File: src/rtl/add_serial_sched.sv
// add_serial_sched
//   Round-robin scheduler sharing one serial adder among NREQ requesters.
//   Grants one requester at a time, launches the adder with a one-cycle
//   enable, waits for completion (or a timeout) and returns a tagged response.
//
// Ports
//   i_clk, i_rst            clock, asynchronous active-high reset
//   i_req_valid / o_req_ready  per-requester handshake (ready is one-hot)
//   i_req_a, i_req_b        packed operands, requester i at [i*WIDTH +: WIDTH]
//   o_add_en                one-cycle launch pulse to the adder
//   o_add_a, o_add_b        latched operands, held until the next transfer
//   i_add_out, i_add_done   adder result and completion
//   o_rsp_valid             one-cycle response pulse
//   o_rsp_id, o_rsp_sum, o_rsp_err  response payload (sum is 0 on timeout)
//   o_busy                  scheduler is not idle
//
// state  | meaning
// -------+------------------------------------------------------------
// IDLE   | arbitrate; transfer operands from the granted requester
// LAUNCH | o_add_en high for this one cycle; arm the timeout counter
// WAIT   | wait for i_add_done or the timeout counter to expire
// RESP   | o_rsp_* presented; served requester becomes lowest priority
module add_serial_sched #(
  parameter int NREQ    = 4,
  parameter int WIDTH   = 8,
  parameter int TIMEOUT = 16
) (
  input  logic                  i_clk,
  input  logic                  i_rst,
  input  logic [NREQ-1:0]       i_req_valid,
  output logic [NREQ-1:0]       o_req_ready,
  input  logic [NREQ*WIDTH-1:0] i_req_a,
  input  logic [NREQ*WIDTH-1:0] i_req_b,
  output logic                  o_add_en,
  output logic [WIDTH-1:0]      o_add_a,
  output logic [WIDTH-1:0]      o_add_b,
  input  logic [WIDTH-1:0]      i_add_out,
  input  logic                  i_add_done,
  output logic                  o_rsp_valid,
  output logic [$clog2(NREQ)-1:0] o_rsp_id,
  output logic [WIDTH-1:0]      o_rsp_sum,
  output logic                  o_rsp_err,
  output logic                  o_busy
);

  localparam int IDW = $clog2(NREQ);
  localparam int TW  = $clog2(TIMEOUT);

  typedef enum logic [1:0] {S_IDLE, S_LAUNCH, S_WAIT, S_RESP} state_t;

  state_t          r_state;
  logic [IDW-1:0]  r_last;
  logic [IDW-1:0]  r_id;
  logic [TW-1:0]   r_timer;

  logic            w_found;
  logic [IDW-1:0]  w_gid;
  logic [IDW:0]    w_cand;
  logic [NREQ-1:0] w_onehot;
  logic [WIDTH-1:0] w_sel_a;
  logic [WIDTH-1:0] w_sel_b;

  // Search starts one past the last served requester so it ends up with
  // lowest priority; the extra bit in w_cand absorbs the wrap before reduction.
  always_comb begin
    w_found  = 1'b0;
    w_gid    = '0;
    w_cand   = '0;
    w_onehot = '0;
    for (int k = 1; k <= NREQ; k++) begin
      w_cand = {1'b0, r_last} + (IDW+1)'(k);
      if (w_cand >= (IDW+1)'(NREQ))
        w_cand = w_cand - (IDW+1)'(NREQ);
      if (!w_found && i_req_valid[w_cand[IDW-1:0]]) begin
        w_found = 1'b1;
        w_gid   = w_cand[IDW-1:0];
      end
    end
    if (w_found)
      w_onehot[w_gid] = 1'b1;
  end

  assign w_sel_a = i_req_a[w_gid*WIDTH +: WIDTH];
  assign w_sel_b = i_req_b[w_gid*WIDTH +: WIDTH];

  // Ready is masked during reset so every output reads zero while rst is high.
  assign o_req_ready = (r_state == S_IDLE && !i_rst) ? w_onehot : '0;
  assign o_busy      = (r_state != S_IDLE);

  // The timeout counter counts down from TIMEOUT-1; reaching zero in WAIT
  // corresponds to the TIMEOUT-th WAIT cycle.
  always_ff @(posedge i_clk or posedge i_rst) begin
    if (i_rst) begin
      r_state     <= S_IDLE;
      r_last      <= IDW'(NREQ-1);
      r_id        <= '0;
      r_timer     <= '0;
      o_add_en    <= 1'b0;
      o_add_a     <= '0;
      o_add_b     <= '0;
      o_rsp_valid <= 1'b0;
      o_rsp_id    <= '0;
      o_rsp_sum   <= '0;
      o_rsp_err   <= 1'b0;
    end else begin
      o_add_en    <= 1'b0;
      o_rsp_valid <= 1'b0;
      case (r_state)
        S_IDLE: begin
          if (w_found) begin
            o_add_a  <= w_sel_a;
            o_add_b  <= w_sel_b;
            r_id     <= w_gid;
            o_add_en <= 1'b1;
            r_state  <= S_LAUNCH;
          end
        end
        S_LAUNCH: begin
          r_timer <= TW'(TIMEOUT-1);
          r_state <= S_WAIT;
        end
        S_WAIT: begin
          // Completion is checked first so a done on the last cycle still succeeds.
          if (i_add_done) begin
            o_rsp_valid <= 1'b1;
            o_rsp_id    <= r_id;
            o_rsp_sum   <= i_add_out;
            o_rsp_err   <= 1'b0;
            r_state     <= S_RESP;
          end else if (r_timer == '0) begin
            o_rsp_valid <= 1'b1;
            o_rsp_id    <= r_id;
            o_rsp_sum   <= '0;
            o_rsp_err   <= 1'b1;
            r_state     <= S_RESP;
          end else begin
            r_timer <= r_timer - 1'b1;
          end
        end
        S_RESP: begin
          r_last  <= r_id;
          r_state <= S_IDLE;
        end
        default: r_state <= S_IDLE;
      endcase
    end
  end

endmodule
File: config.mk
export PLATFORM = sky130hd
export DESIGN_NAME = add_serial_sched
export DESIGN_NICKNAME = d
export VERILOG_FILES = /design/src/rtl/add_serial_sched.sv
export SDC_FILE = /design/constraint.sdc
export NUM_CORES = 1
export LEC_CHECK = 0
export BUFFER_PORTS_ARGS = -buffer_cell sky130_fd_sc_hd__buf_2
export CORE_ASPECT_RATIO = 0.8
export CORE_MARGIN = 2
export CORE_UTILIZATION = 52
export CTS_BUF_LIST = sky130_fd_sc_hd__clkbuf_8
export DETAILED_ROUTE_END_ITERATION = 8
export PLACE_DENSITY = 0.89
export SLEW_MARGIN = 20
export SYNTH_ARGS = -nofsm -noshare
export SYNTH_HDL_FRONTEND = slang
export SYNTH_SLANG_ARGS = --single-unit
File: constraint.sdc
create_clock -name i_clk -period 5 [get_ports i_clk]
set_clock_uncertainty 0.2 [all_clocks]
set_input_delay 0.25 -clock i_clk [delete_from_list [all_inputs] [get_ports i_clk]]
set_output_delay 0.25 -clock i_clk [all_outputs]
set_load 0.05 [all_outputs]
# Yosys cells after proc, flatten, opt, wreduce, memory -nomap -nowiden
# Cells that the tools add are included.
# word_totals
register_bits	39
inputBits	79
out_inout_bits	34
word_cells	99
# classes
n_addsub	9
n_lt_le_gt_ge	10
eq_ne	7
shift	2
mux	42
reduce_logical	18
# op_table
op	count
indexed part select 32 x 6 -> 8 bit	2
two-way mux 2 bit	13
two-way mux 1 bit	16
two-way mux 4 bit	4
two-way mux 8 bit	2
less-than comparator 2 x 3 -> 1 bit, second input constant	5
greater-or-equal comparator 3 bit, second input constant	4
binary-select mux 1 bit (select 2 bit)	4
case mux 2 bit (4 select lines)	1
case mux 4 bit (2 select lines)	1
subtractor 2 x 1 -> 2 bit, second input constant	4
adder 2 x 2 -> 3 bit, second input constant	2
inequality test 2 bit, second input constant	3
AND reduction 2 bit	3
nonzero test 2 bit	3
logical AND 1 bit	5
equality test 2 bit, second input constant	2
logical NOT 1 bit	4
logical NOT 4 bit	1
subtractor 4 x 1 -> 4 bit, second input constant	1
adder 2 x 1 -> 3 bit, second input constant	1
adder 2 x 3 -> 3 bit, second input constant	1
inequality test 3 bit, second input constant	1
AND reduction 3 bit	1
other kinds (4)	4

# Depth between registers and ports, before layout
# depth
depth_word	21
ltp_mapped	8
ltp_nobuf	7

# Least setup slack after synthesis
# No wires, ideal clock.
# synth_timing
path_type	register -> output
start	reg r_state[0]
end	out o_req_ready[1]
arrival_ps	2111
t_required_ps	4550
slack_ps	2439
stages_incl_launch_ff	9
n_path_buf	1
path_cell_list	dfrtp_1 > inv_1 > ha_1 > inv_1 > a21o_1 > buf_2 > nor2_1 > nand2_1 > nor2_1
# synth_via
elab_chain_cells	3
# synth_lines
item	line_no	rtl
from (decl)	51	state_t r_state;
from (signal assigned)	94	r_state <= S_IDLE;
from (signal assigned)	115	r_state <= S_LAUNCH;
from (signal assigned)	120	r_state <= S_WAIT;
logical NOT 2 bit	87	assign o_req_ready = (r_state == S_IDLE && !i_rst) ? w_onehot : '0;
logical AND 1 bit	87	
two-way mux 4 bit	87	
to (decl)	31	output logic [NREQ-1:0] o_req_ready,
# No other way between the ends.

# Final worst setup path
# layout_timing
start	reg r_state[0]
end	reg o_add_a[3]
# layout_via
elab_chain_cells	2
# layout_lines
item	line_no	rtl
logical NOT 2 bit	108	case (r_state)
AND reduction 2 bit (no line)	-	
to (signal assigned)	111	o_add_a <= w_sel_a;
to (decl)	35	output logic [WIDTH-1:0] o_add_a,
# No other way between the ends.
# A chain may end at the register's enable or synchronous reset.

==> flow_summary.json <==
{
  "outcome": "complete, no violations",
  "synth.top_cells.by_count": "dfrtp_1 (37), o21ai_0 (28), nor2_1 (22)",
  "drive_gt1_share_pct": 41.8,
  "synthToLayoutAreaGrowth_pct": 30.6,
  "nNetsFinal": 433,
  "avgSynthCellArea_um2": 10.0,
  "arrival_ns": 2.78,
  "p_leak_uw": 0.00153,
  "vias": 2303,
  "setup_viol_count_final": 0,
  "finalCritPeriodShare_pct": 56.3,
  "grt.overflow.total": 0,
  "placed_area_um2": 2880,
  "fin_area_um2": 3070,
  "clock_path_buffers": 2,
  "drc": 0,
  "dp.cells": 389,
  "clk_latency_ns": 0.29,
  "cts_tree": "built",
  "ant_nets": 0,
  "ys_types": 41,
  "num_antenna_cells": 0,
  "cts_resized": 0,
  "hold_violations": 0,
  "netlist.area_leader.share_pct": 39.4,
  "yosysTopAreaCell": "dfrtp_1",
  "multiInputGateArea_um2": 1200,
  "rows": 21,
  "fp.dieH_um": 64.1,
  "place.detailed.hpwl_mm": 4.29,
  "synth_warnings": 0,
  "critPathCaptureType": "flip-flop",
  "synth_edf_count": 0,
  "crit_type": "reg -> reg",
  "ys_seq_area_share_pct": 41.6,
  "synth_most_common_cell": "dfrtp_1",
  "first_pass_iters": 5,
  "grt_pass1_vias": 2055,
  "cts-root-buf": "clkbuf_8",
  "maxCapViolations": 0,
  "seqCellArea_um2": 978,
  "worstHoldPathType": "in -> reg",
  "power_density_nw_per_um2": 640,
  "fin_setup_tns_ns": 0,
  "crit_fanout": 35,
  "portBuffers": 112,
  "drtIter0Drc": 141,
  "cp-start-kind": "flip-flop",
  "routed_wl_mm": 6.26,
  "synthesis.area_um2": 2350,
  "ys_dominant_reg_cell": "dfrtp_1",
  "synth-seq-cells": 39,
  "rsz0062_at_grt": "false",
  "clk_pin_slew_ns": 0.08,
  "h-tree-depth": 2,
  "synth-async-reset-ratio_pct": 100,
  "tightest_slew_ns": 0.878,
  "r2r_setup_slack_ns": 2.19,
  "antenna_found_initial": 0,
  "n_fill_cell": 323,
  "numCtsBuffers": 5,
  "ir_worst_vdd_uv": 502,
  "final_max_slew_viol_count": 0,
  "cts_sinks": 39,
  "grt_pass1_wl_mm": 9.82,
  "slew_headroom_pct": 41.4,
  "io_pins": 113,
  "wl_per_cell_um": 15.4,
  "fin_cells": 406,
  "initial_core_util_pct": 55.2,
  "routed_via_density": 5.67,
  "dieArea_um2": 5080,
  "grt_util_all_layers_pct": 25.2,
  "fmax_mhz": 355,
  "cts-hold-fix-buffers": 9,
  "postSynthCellCount": 234,
  "p_total_uw": 1960,
  "place.gp.congestion": 0.919,
  "cp.required_ns": 4.96,
  "syn_nets": 319,
  "core_um2": 4260,
  "die_w_um": 79.2,
  "min_period_ns": 2.81,
  "grt_max_degree": 40,
  "synthTopCellsByArea": "dfrtp_1 (39%), mux2i_1 (6.8%), a221oi_2 (6.4%)",
  "cts_setup_buffers": 0
}
[cell families (layout without fill, tap and decap cells)]
| group | count (synthesis) | after routing | share of synthesized area [%] |
|---|---|---|---|
| flip-flops | 39 | 39 | 41.6 |
| adder cells (fa/ha/maj) | 6 | 6 | 3.19 |
| AO/OA/AOI/OAI | 87 | 87 | 29.2 |
| buffers and inverters | 29 | 144 | 7.40 |
| AND/OR/NAND/NOR | 55 | 55 | 10.8 |
| multiplexers | 18 | 18 | 7.77 |
[cells in the final DEF, fill, tap and decap left out, types with 6 or more instances in the layout]
cell | netlist | routed
buf_2 | 7 | 112
a221oi_2 | 10 | 10
dlygate4sd3_1 | 0 | 9
nand2_1 | 17 | 17
a22o_1 | 8 | 8
a221oi_1 | 6 | 6
ha_1 | 6 | 6
o21ai_0 | 28 | 28
mux2i_1 | 16 | 16
clkbuf_8 | 1 | 7
nor2_1 | 22 | 22
dfrtp_1 | 37 | 37
inv_1 | 12 | 12
o22ai_1 | 16 | 16
[cell type report]
cell class / instances / share of cell area (%)
Multi-Input combinational cell: 166 / 39.0
Inverter: 12 / 1.47
Timing Repair Buffer: 124 / 21.9
Clock buffer: 7 / 3.14
Sequential cell: 39 / 31.9
Tap cell: 57 / 2.32
Clock inverter: 1 / 0.245
[critical path, stage by stage (launching register included)]
cell     delay, ns
dfrtp_1       0.38
inv_1         0.09
ha_1          0.22
inv_1         0.07
a21o_1        0.61
inv_1         0.63
o21ai_0       0.35
o22ai_1       0.11
[through the flow]
step,utilization (%),hold WS [ns],setup slack (ns)
after floorplan,-,0.183,2.44
after global placement,67.5,0.235,2.34
after detailed placement,67.5,0.238,2.19
after CTS,72.1,0.0501,2.19
after global routing,72.1,0.0597,1.86
final,72.1,0.0619,2.19
[worst paths after layout]
| kind | start | endpoint | cells after the start |
|---|---|---|---|
| setup / recovery | r_state[0] | o_add_a[3] | 7 |
| hold / removal | i_req_a[17] | o_add_a[1] | 3 |
| setup reg to reg | r_state[0] | o_add_a[3] | 7 |
| hold reg to reg | r_timer[0] | r_timer[0] | 1 |
| max in group asynchronous | i_rst | r_last[0] | 4 |
| min in group asynchronous | i_rst | r_state[1] | 4 |
[registers in the layout, indices dropped and copies added, names as in the netlist]
register     cells
o_add_a          8
o_add_b          8
o_rsp_sum        8
r_timer          4
o_rsp_id         2
r_id             2
r_last           2
r_state          2
o_add_en         1
o_rsp_err        1
o_rsp_valid      1
[power breakdown]
part	switching, uW	leakage [uW]	internal (uW)
logic	812	0.00103	355
clock network	108	0.0000505	125
registers	105	0.000443	459
total	1030	0.00153	939
[routing by layer]
layer  part of all wire, %  wire, um  vias to the layer above  track usage [%]
met5                     0         0                        -                0
met4                   1.1        70                        0             8.62
met3                   8.1       506                        8             6.50
met1                    41      2570                     1082             32.7
li1                      -         -                     1093                -
met2                    50      3110                      120             41.1
No activity file was read; power rests on OpenSTA's default activity.
